$ cat src/rtl/ex_stage_pkg.sv
// ex_stage_pkg: shared encodings for the execute stage.
//   ALUOp class encodings driven by the decoder,
//   the internal 4-bit ALU operation enum,
//   and the {funct7[5], funct3} patterns decoded for R-type ops.
package ex_stage_pkg;

    // ALU operation class from the decoder
    localparam logic [1:0] ALUOP_ADD   = 2'b00;  // loads/stores
    localparam logic [1:0] ALUOP_SUB   = 2'b01;  // BEQ compare
    localparam logic [1:0] ALUOP_RTYPE = 2'b10;  // decode Funct
    localparam logic [1:0] ALUOP_RSVD  = 2'b11;  // treated as ADD

    typedef enum logic [3:0] {
        ALU_ADD = 4'd0,
        ALU_SUB = 4'd1,
        ALU_AND = 4'd2,
        ALU_OR  = 4'd3,
        ALU_XOR = 4'd4,
        ALU_SLL = 4'd5,
        ALU_SRL = 4'd6,
        ALU_SRA = 4'd7
    } alu_op_e;

    // Funct = {funct7[5], funct3}
    localparam logic [3:0] FN_ADD = 4'b0000;
    localparam logic [3:0] FN_SUB = 4'b1000;
    localparam logic [3:0] FN_AND = 4'b0111;
    localparam logic [3:0] FN_OR  = 4'b0110;
    localparam logic [3:0] FN_XOR = 4'b0100;
    localparam logic [3:0] FN_SLL = 4'b0001;
    localparam logic [3:0] FN_SRL = 4'b0101;
    localparam logic [3:0] FN_SRA = 4'b1101;

endpackage

$ cat src/rtl/ex_stage_if.sv
// ex_stage_if: ID/EX inputs, forwarding sources, pipeline control and the
// registered EX/MEM outputs of the execute stage.
//   master: the side producing stage inputs and consuming EX/MEM fields
//   slave : the execute stage itself
interface ex_stage_if #(parameter int XLEN = 64);
    // ID/EX register contents
    logic [XLEN-1:0] PC_in, data1_in, data2_in, immData_in;
    logic [4:0]      rs1_in, rs2_in, rd_in;
    logic [3:0]      Funct_in;
    logic            Branch_in, MemRead_in, MemtoReg_in, MemWrite_in;
    logic            ALUSrc_in, RegWrite_in;
    logic [1:0]      ALUOp_in;
    // forwarding sources
    logic            mem_RegWrite, wb_RegWrite;
    logic [4:0]      mem_rd, wb_rd;
    logic [XLEN-1:0] mem_result, wb_data;
    // pipeline control
    logic            stall, flush;
    // EX/MEM register
    logic [XLEN-1:0] ALUResult_out, WriteData_out, BranchTarget_out;
    logic [4:0]      rd_out;
    logic            Zero_out, BranchTaken_out, MemRead_out, MemtoReg_out;
    logic            MemWrite_out, RegWrite_out;

    modport master (
        output PC_in, data1_in, data2_in, immData_in, rs1_in, rs2_in, rd_in,
               Funct_in, Branch_in, MemRead_in, MemtoReg_in, MemWrite_in,
               ALUSrc_in, RegWrite_in, ALUOp_in, mem_RegWrite, wb_RegWrite,
               mem_rd, wb_rd, mem_result, wb_data, stall, flush,
        input  ALUResult_out, WriteData_out, BranchTarget_out, rd_out,
               Zero_out, BranchTaken_out, MemRead_out, MemtoReg_out,
               MemWrite_out, RegWrite_out
    );

    modport slave (
        input  PC_in, data1_in, data2_in, immData_in, rs1_in, rs2_in, rd_in,
               Funct_in, Branch_in, MemRead_in, MemtoReg_in, MemWrite_in,
               ALUSrc_in, RegWrite_in, ALUOp_in, mem_RegWrite, wb_RegWrite,
               mem_rd, wb_rd, mem_result, wb_data, stall, flush,
        output ALUResult_out, WriteData_out, BranchTarget_out, rd_out,
               Zero_out, BranchTaken_out, MemRead_out, MemtoReg_out,
               MemWrite_out, RegWrite_out
    );
endinterface

$ cat src/rtl/ex_stage_alu.sv
// alu: combinational XLEN-bit ALU.
//   a, b   : operands
//   op     : operation (alu_op_e)
//   result : a op b, modulo 2^XLEN; shifts use b[5:0]
//   zero   : result == 0
module alu
    import ex_stage_pkg::*;
#(
    parameter int XLEN = 64
) (
    input  logic [XLEN-1:0] a,
    input  logic [XLEN-1:0] b,
    input  alu_op_e         op,
    output logic [XLEN-1:0] result,
    output logic            zero
);
    logic [5:0] shamt;

    assign shamt = b[5:0];

    always_comb begin
        result = a + b;
        case (op)
            ALU_SUB: result = a - b;
            ALU_AND: result = a & b;
            ALU_OR:  result = a | b;
            ALU_XOR: result = a ^ b;
            ALU_SLL: result = a << shamt;
            ALU_SRL: result = a >> shamt;
            ALU_SRA: result = $unsigned($signed(a) >>> shamt);
            default: result = a + b;
        endcase
    end

    assign zero = (result == '0);
endmodule

$ cat src/rtl/ex_stage.sv
// ex_stage: execute stage with MEM/WB forwarding, ALU control and the
// EX/MEM pipeline register.
//   clk   : rising-edge clock
//   reset : asynchronous, active-high; clears every EX/MEM field
//   bus   : ex_stage_if.slave -- ID/EX inputs, forwarding sources,
//           stall/flush and the registered EX/MEM outputs
module ex_stage
    import ex_stage_pkg::*;
#(
    parameter int XLEN = 64
) (
    input  logic       clk,
    input  logic       reset,
    ex_stage_if.slave  bus
);
    logic [XLEN-1:0] fwd_a, fwd_b, opnd_b, alu_res, br_tgt;
    logic            alu_zero;
    alu_op_e         op;

    // MEM result is younger than WB data, so it wins when both match.
    // x0 is never forwarded since it is hard-wired to zero.
    function automatic logic [XLEN-1:0] fwd(
        input logic [4:0]      rs,
        input logic [XLEN-1:0] rf_val
    );
        if (bus.mem_RegWrite && bus.mem_rd != 5'd0 && bus.mem_rd == rs)
            return bus.mem_result;
        else if (bus.wb_RegWrite && bus.wb_rd != 5'd0 && bus.wb_rd == rs)
            return bus.wb_data;
        else
            return rf_val;
    endfunction

    assign fwd_a  = fwd(bus.rs1_in, bus.data1_in);
    assign fwd_b  = fwd(bus.rs2_in, bus.data2_in);
    assign opnd_b = bus.ALUSrc_in ? bus.immData_in : fwd_b;
    assign br_tgt = bus.PC_in + (bus.immData_in << 1);

    // ALU control
    always_comb begin
        op = ALU_ADD;
        case (bus.ALUOp_in)
            ALUOP_SUB: op = ALU_SUB;
            ALUOP_RTYPE: begin
                case (bus.Funct_in)
                    FN_SUB:  op = ALU_SUB;
                    FN_AND:  op = ALU_AND;
                    FN_OR:   op = ALU_OR;
                    FN_XOR:  op = ALU_XOR;
                    FN_SLL:  op = ALU_SLL;
                    FN_SRL:  op = ALU_SRL;
                    FN_SRA:  op = ALU_SRA;
                    default: op = ALU_ADD;
                endcase
            end
            default: op = ALU_ADD;
        endcase
    end

    alu #(.XLEN(XLEN)) u_alu (
        .a      (fwd_a),
        .b      (opnd_b),
        .op     (op),
        .result (alu_res),
        .zero   (alu_zero)
    );

    // EX/MEM register. Flush overrides stall: it loads a bubble (controls
    // cleared); data fields are captured anyway since nobody consumes them.
    always_ff @(posedge clk or posedge reset) begin
        if (reset) begin
            bus.ALUResult_out    <= '0;
            bus.WriteData_out    <= '0;
            bus.BranchTarget_out <= '0;
            bus.rd_out           <= '0;
            bus.Zero_out         <= 1'b0;
            bus.BranchTaken_out  <= 1'b0;
            bus.MemRead_out      <= 1'b0;
            bus.MemtoReg_out     <= 1'b0;
            bus.MemWrite_out     <= 1'b0;
            bus.RegWrite_out     <= 1'b0;
        end else if (bus.flush || !bus.stall) begin
            bus.ALUResult_out    <= alu_res;
            bus.WriteData_out    <= fwd_b;
            bus.BranchTarget_out <= br_tgt;
            bus.rd_out           <= bus.rd_in;
            bus.Zero_out         <= alu_zero;
            bus.BranchTaken_out  <= !bus.flush && bus.Branch_in && alu_zero;
            bus.MemRead_out      <= !bus.flush && bus.MemRead_in;
            bus.MemtoReg_out     <= !bus.flush && bus.MemtoReg_in;
            bus.MemWrite_out     <= !bus.flush && bus.MemWrite_in;
            bus.RegWrite_out     <= !bus.flush && bus.RegWrite_in;
        end
    end
endmodule

$ cat src/flat_wrapper.sv
// flat-port wrapper written by rule: the top's interface ports become plain ports
module ex_stage_flat import ex_stage_pkg::*;
#(
    parameter int XLEN = 64
)
  (clk, reset, bus_PC_in, bus_data1_in, bus_data2_in, bus_immData_in, bus_rs1_in, bus_rs2_in, bus_rd_in, bus_Funct_in, bus_Branch_in, bus_MemRead_in, bus_MemtoReg_in, bus_MemWrite_in, bus_ALUSrc_in, bus_RegWrite_in, bus_ALUOp_in, bus_mem_RegWrite, bus_wb_RegWrite, bus_mem_rd, bus_wb_rd, bus_mem_result, bus_wb_data, bus_stall, bus_flush, bus_ALUResult_out, bus_WriteData_out, bus_BranchTarget_out, bus_rd_out, bus_Zero_out, bus_BranchTaken_out, bus_MemRead_out, bus_MemtoReg_out, bus_MemWrite_out, bus_RegWrite_out);
  ex_stage_if #(.XLEN(XLEN)) bus_i ();
  input  logic clk;
  input  logic reset;
  input wire logic [$bits(bus_i.PC_in)-1:0] bus_PC_in;
  input wire logic [$bits(bus_i.data1_in)-1:0] bus_data1_in;
  input wire logic [$bits(bus_i.data2_in)-1:0] bus_data2_in;
  input wire logic [$bits(bus_i.immData_in)-1:0] bus_immData_in;
  input wire logic [$bits(bus_i.rs1_in)-1:0] bus_rs1_in;
  input wire logic [$bits(bus_i.rs2_in)-1:0] bus_rs2_in;
  input wire logic [$bits(bus_i.rd_in)-1:0] bus_rd_in;
  input wire logic [$bits(bus_i.Funct_in)-1:0] bus_Funct_in;
  input wire logic [$bits(bus_i.Branch_in)-1:0] bus_Branch_in;
  input wire logic [$bits(bus_i.MemRead_in)-1:0] bus_MemRead_in;
  input wire logic [$bits(bus_i.MemtoReg_in)-1:0] bus_MemtoReg_in;
  input wire logic [$bits(bus_i.MemWrite_in)-1:0] bus_MemWrite_in;
  input wire logic [$bits(bus_i.ALUSrc_in)-1:0] bus_ALUSrc_in;
  input wire logic [$bits(bus_i.RegWrite_in)-1:0] bus_RegWrite_in;
  input wire logic [$bits(bus_i.ALUOp_in)-1:0] bus_ALUOp_in;
  input wire logic [$bits(bus_i.mem_RegWrite)-1:0] bus_mem_RegWrite;
  input wire logic [$bits(bus_i.wb_RegWrite)-1:0] bus_wb_RegWrite;
  input wire logic [$bits(bus_i.mem_rd)-1:0] bus_mem_rd;
  input wire logic [$bits(bus_i.wb_rd)-1:0] bus_wb_rd;
  input wire logic [$bits(bus_i.mem_result)-1:0] bus_mem_result;
  input wire logic [$bits(bus_i.wb_data)-1:0] bus_wb_data;
  input wire logic [$bits(bus_i.stall)-1:0] bus_stall;
  input wire logic [$bits(bus_i.flush)-1:0] bus_flush;
  output wire logic [$bits(bus_i.ALUResult_out)-1:0] bus_ALUResult_out;
  output wire logic [$bits(bus_i.WriteData_out)-1:0] bus_WriteData_out;
  output wire logic [$bits(bus_i.BranchTarget_out)-1:0] bus_BranchTarget_out;
  output wire logic [$bits(bus_i.rd_out)-1:0] bus_rd_out;
  output wire logic [$bits(bus_i.Zero_out)-1:0] bus_Zero_out;
  output wire logic [$bits(bus_i.BranchTaken_out)-1:0] bus_BranchTaken_out;
  output wire logic [$bits(bus_i.MemRead_out)-1:0] bus_MemRead_out;
  output wire logic [$bits(bus_i.MemtoReg_out)-1:0] bus_MemtoReg_out;
  output wire logic [$bits(bus_i.MemWrite_out)-1:0] bus_MemWrite_out;
  output wire logic [$bits(bus_i.RegWrite_out)-1:0] bus_RegWrite_out;
  assign bus_i.PC_in = bus_PC_in;
  assign bus_i.data1_in = bus_data1_in;
  assign bus_i.data2_in = bus_data2_in;
  assign bus_i.immData_in = bus_immData_in;
  assign bus_i.rs1_in = bus_rs1_in;
  assign bus_i.rs2_in = bus_rs2_in;
  assign bus_i.rd_in = bus_rd_in;
  assign bus_i.Funct_in = bus_Funct_in;
  assign bus_i.Branch_in = bus_Branch_in;
  assign bus_i.MemRead_in = bus_MemRead_in;
  assign bus_i.MemtoReg_in = bus_MemtoReg_in;
  assign bus_i.MemWrite_in = bus_MemWrite_in;
  assign bus_i.ALUSrc_in = bus_ALUSrc_in;
  assign bus_i.RegWrite_in = bus_RegWrite_in;
  assign bus_i.ALUOp_in = bus_ALUOp_in;
  assign bus_i.mem_RegWrite = bus_mem_RegWrite;
  assign bus_i.wb_RegWrite = bus_wb_RegWrite;
  assign bus_i.mem_rd = bus_mem_rd;
  assign bus_i.wb_rd = bus_wb_rd;
  assign bus_i.mem_result = bus_mem_result;
  assign bus_i.wb_data = bus_wb_data;
  assign bus_i.stall = bus_stall;
  assign bus_i.flush = bus_flush;
  assign bus_ALUResult_out = bus_i.ALUResult_out;
  assign bus_WriteData_out = bus_i.WriteData_out;
  assign bus_BranchTarget_out = bus_i.BranchTarget_out;
  assign bus_rd_out = bus_i.rd_out;
  assign bus_Zero_out = bus_i.Zero_out;
  assign bus_BranchTaken_out = bus_i.BranchTaken_out;
  assign bus_MemRead_out = bus_i.MemRead_out;
  assign bus_MemtoReg_out = bus_i.MemtoReg_out;
  assign bus_MemWrite_out = bus_i.MemWrite_out;
  assign bus_RegWrite_out = bus_i.RegWrite_out;
  ex_stage #(.XLEN(XLEN)) u_core (.clk(clk), .reset(reset), .bus(bus_i));
endmodule
$ cat config.mk
export PLATFORM = sky130hd
export DESIGN_NAME = ex_stage_flat
export DESIGN_NICKNAME = d
export VERILOG_FILES = /design/src/rtl/ex_stage_pkg.sv /design/src/rtl/ex_stage_if.sv /design/src/rtl/ex_stage_alu.sv /design/src/rtl/ex_stage.sv /design/src/flat_wrapper.sv
export SDC_FILE = /design/constraint.sdc
export NUM_CORES = 2
export LEC_CHECK = 0
export CAP_MARGIN = 5
export CORE_MARGIN = 1
export CORE_UTILIZATION = 40
export CTS_BUF_LIST = sky130_fd_sc_hd__clkbuf_8 sky130_fd_sc_hd__clkbuf_16
export DETAILED_ROUTE_END_ITERATION = 6
export REMOVE_ABC_BUFFERS = 1
export SYNTH_ARGS = -nofsm -noshare
export SYNTH_HDL_FRONTEND = slang
export SYNTH_SLANG_ARGS = --single-unit
$ cat constraint.sdc
create_clock -name clk -period 8.7 [get_ports clk]
set_input_delay 1.74 -clock clk [delete_from_list [all_inputs] [get_ports clk]]
set_output_delay 1.74 -clock clk [all_outputs]
set_load 0.02 [all_outputs]
==> impl_metrics.toml <==
[clock_network]
clock_sink_count = 203
cts.htree.levels = 1
worst_path_clk_slew_ns = 0.06
cts-buffers-inserted = 26
cts_root_buf = "clkbuf_16"
clk-insertion-delay-late_ns = 0.60
cts_tree = "yes"
clockBufferDepth = 3

[setup_path]
critical_path_required_ns = 9.22
end_kind = "register"
path_buf_inv = 10
critical-path-top-cell-by-count = "buf_4"
crit_type = "input port to register"
stage_delay_of_the_slowest_cell_on_the_critical_path_ns = 0.60
cp-start-kind = "input port"
crit_path_top_delay_cell = "o31ai_4"
critPathMaxFanout = 8
cp_data_arrival_time_ns = 9.51
path_delay_family = "compound AO/OA/AOI/OAI gates"

[cells_and_area]
layout-drive-gt1-share_pct = 21.45
multi_input_comb_area_sq_um = 28070
filler_cell_count = 7382
fin_nets = 6929
final-instance-count-excl-fill = 7401
areaGrowthSynthToFinish_pct = 47.27
sequential_cell_area_sq_um = 5080
layout.core_utilization_pct = 59.92

[place]
post-place-cells = 7296
globalplace.congestion = 1.166
detailed_place_hpwl_microns = 197100
pre_cts_slack_ns = -2.150
place.port_buffers = 629

[floorplan]
die_h_microns = 294.7
die_area_sq_um = 86830
fp-row-count = 106
floorplan.initialDensity_pct = 40.68
ioPinCount = 630
placeableCoreArea_sq_um = 84220
die_w_microns = 294.7

[synthesis]
syn_avg_cell_area_sq_um = 6.932
synth.cell_area_sq_um = 34260
synth_cells = 4943
seq_area_frac_synth_pct = 14.83
synth-seq-cells = 203
synth_enable_flop_cells = 0
yosys_warnings = 0
synth_top_flop_cell = "dfrtp_1"
synth_cell_types = 108
synth_async_sr_flop_share_pct = 100.0

[timing]
timing_worst_slew_pin_value_ns = 1.398
final.min_clock_period_ns = 8.987
relSlewSlack_pct = 6.565
number_of_hold_slack_violations_in_the_final_timing_report = 0
skew_ns = 0
setup_violations = 2
achievable-frequency_mhz = 111.3
fin_setup_tns_ns = -0.5446
postLayoutSetupSlackWorst_ns = -0.2867
min_period_over_period_pct = 103.3
drv_slew = 0

[flow_run]
maxCapViolations = 0

[power]
powerDensity_nw_per_um2 = 168.4
power_leakage_nw = 21.63
fin_total_pwr_mw = 8.496
max-vdd-ir-drop_mv = 0.2063

[global_route]
grt_pass1_vias = 51090
grt_first_pass_wirelength_microns = 362500
grt_overflow = 0
number_of_antenna_violations_at_the_first_check_in_global_routing = 12
grt_usage_pct = 57.34
grt_max_degree = 121

[route]
drt-vias-per-instance = 7.145
drtPass1Iterations = 7
detail-route-antenna-nets = 0
wl_per_cell_microns = 35.08
vias = 52880
drt_iter0_markers = 8071
drc = 22
finalWirelength_microns = 259600

[min_path]
holdCritPathClass = "register to register"

[outcome]
failed_checks = "DRC, setup timing"
run_status = "finished with violations"
[cell usage after synthesis (all sizes together), types with 12 or more instances]
library cell  instances  share of area (%)
nor3                208                3.0
a32oi                50                1.3
a221oi               54                1.4
a2111oi              16               0.50
nand4               134                2.5
xor2                 47                1.2
nor2                427                4.7
mux2i               114                3.3
buf                 129                1.8
and2                 51               0.93
a21boi               13               0.28
dfrtp               203                 15
o22ai                78                1.4
o21ai               348                5.1
nor2b                21               0.38
and3                 20               0.37
a211oi               92                2.0
a311o                13               0.38
a222oi               12               0.35
o221ai               30               0.77
o31ai               126                2.8
o21a                 25               0.55
nor4                 43               0.89
mux4                 15               0.99
o2111ai              15               0.38
a31oi               119                2.2
a21oi               410                6.0
mux2                 13               0.43
xnor2               141                3.6
nand3               173                2.5
a221o                23               0.67
or3                  21               0.38
a31o                 26               0.66
a22oi                61                1.3
o211ai               56                1.3
nand2               598                6.6
a311oi               40                1.1
a211o                15               0.38
nand2b               27               0.49
ha                  257                9.4
inv                 176                1.9
clkbuf              256                2.8
o21bai               22               0.48
a21o                 92                2.0
[state kept, by name (all words and copies together), names as in the netlist]
register and flops:
u_core.bus.WriteData_out 64, u_core.bus.MemWrite_out 1, u_core.bus.Zero_out 1, u_core.bus.rd_out 5, u_core.bus.ALUResult_out 64, u_core.bus.MemRead_out 1
u_core.bus.BranchTaken_out 1, u_core.bus.BranchTarget_out 64, u_core.bus.MemtoReg_out 1, u_core.bus.RegWrite_out 1
[through the flow]
stage	hold WS, ns	instance area (sq um)
2_1_floorplan	0.5827	32670
5_1_grt	0.4826	50440
4_1_cts	0.4733	49550
3_3_place_gp	0.4480	48100
3_5_place_dp	0.4582	48100
6_report	0.4704	50460
[timing repair]
action                     CTS  global route
gates cloned                 0             1
pin swaps                   50            82
resized for setup           99           128
hold buffers                 0             0
setup endpoints to repair   23            13
buffers inserted            16            34
[tightest hold or removal path: stages, from the launching register on]
cell and delay [ns]:
dfrtp_1 0.34, nand2_1 0.05, nand2_1 0.05
[where the power goes]
group | switching [mW] | internal, mW | total, mW
sequential | 0.139 | 1.16 | 1.30
combinational | 3.63 | 2.39 | 6.02
clock | 0.529 | 0.646 | 1.18
[layout make-up]
cell class,count,area share [%]
clock buffer,35,1.535
timing repair buffer,1657,28.41
antenna,7,0.03471
sequential,203,10.07
tap,1134,2.812
multi-input combinational,4178,55.63
inverter,177,1.332
clock inverter,10,0.1760
[final timing paths]
check                                        startpoint  slack, ns  depth (start not counted)                           end
setup / recovery                          bus_rs2_in[1]      -0.29                         35    u_core.bus.BranchTaken_out
hold / removal             u_core.bus.ALUResult_out[10]       0.47                          2  u_core.bus.ALUResult_out[10]
setup reg to reg           u_core.bus.ALUResult_out[26]       7.85                          2  u_core.bus.ALUResult_out[26]
hold reg to reg            u_core.bus.ALUResult_out[10]       0.47                          2  u_core.bus.ALUResult_out[10]
max in group asynchronous                         reset       5.86                          3   u_core.bus.WriteData_out[9]
min in group asynchronous                         reset       1.51                          2          u_core.bus.rd_out[2]
[logic make-up after synthesis]
| group | Yosys count | share of synthesized area [%] |
|---|---|---|
| compound gates | 1815 | 35.44 |
| simple gates | 1774 | 24.07 |
| buf+inv | 562 | 6.591 |
| fa+ha+maj | 259 | 9.502 |
| flops | 203 | 14.83 |
| xor+xnor | 188 | 4.827 |
| mux | 142 | 4.743 |
[placed cells by master (no fill, tap or decap), types with 163 or more instances in the layout]
master	n
buf_4	996
dfrtp_1	203
clkdlybuf4s50_1	615
a21oi_1	395
nand2_1	589
ha_1	256
nor3_1	193
nand3_1	167
inv_1	163
o21ai_0	289
nor2_1	409
[per-layer routing]
metal  wire length [microns]  global-route usage [%]  vias up
li1                        -                       -    21330
met1                   87560                   62.93    24670
met2                  104000                   83.34     5086
met3                   36180                   23.48     1779
met4                   31570                   54.40       14
met5                     254                  0.3403        -
No activity file was read; power rests on OpenSTA's default activity.
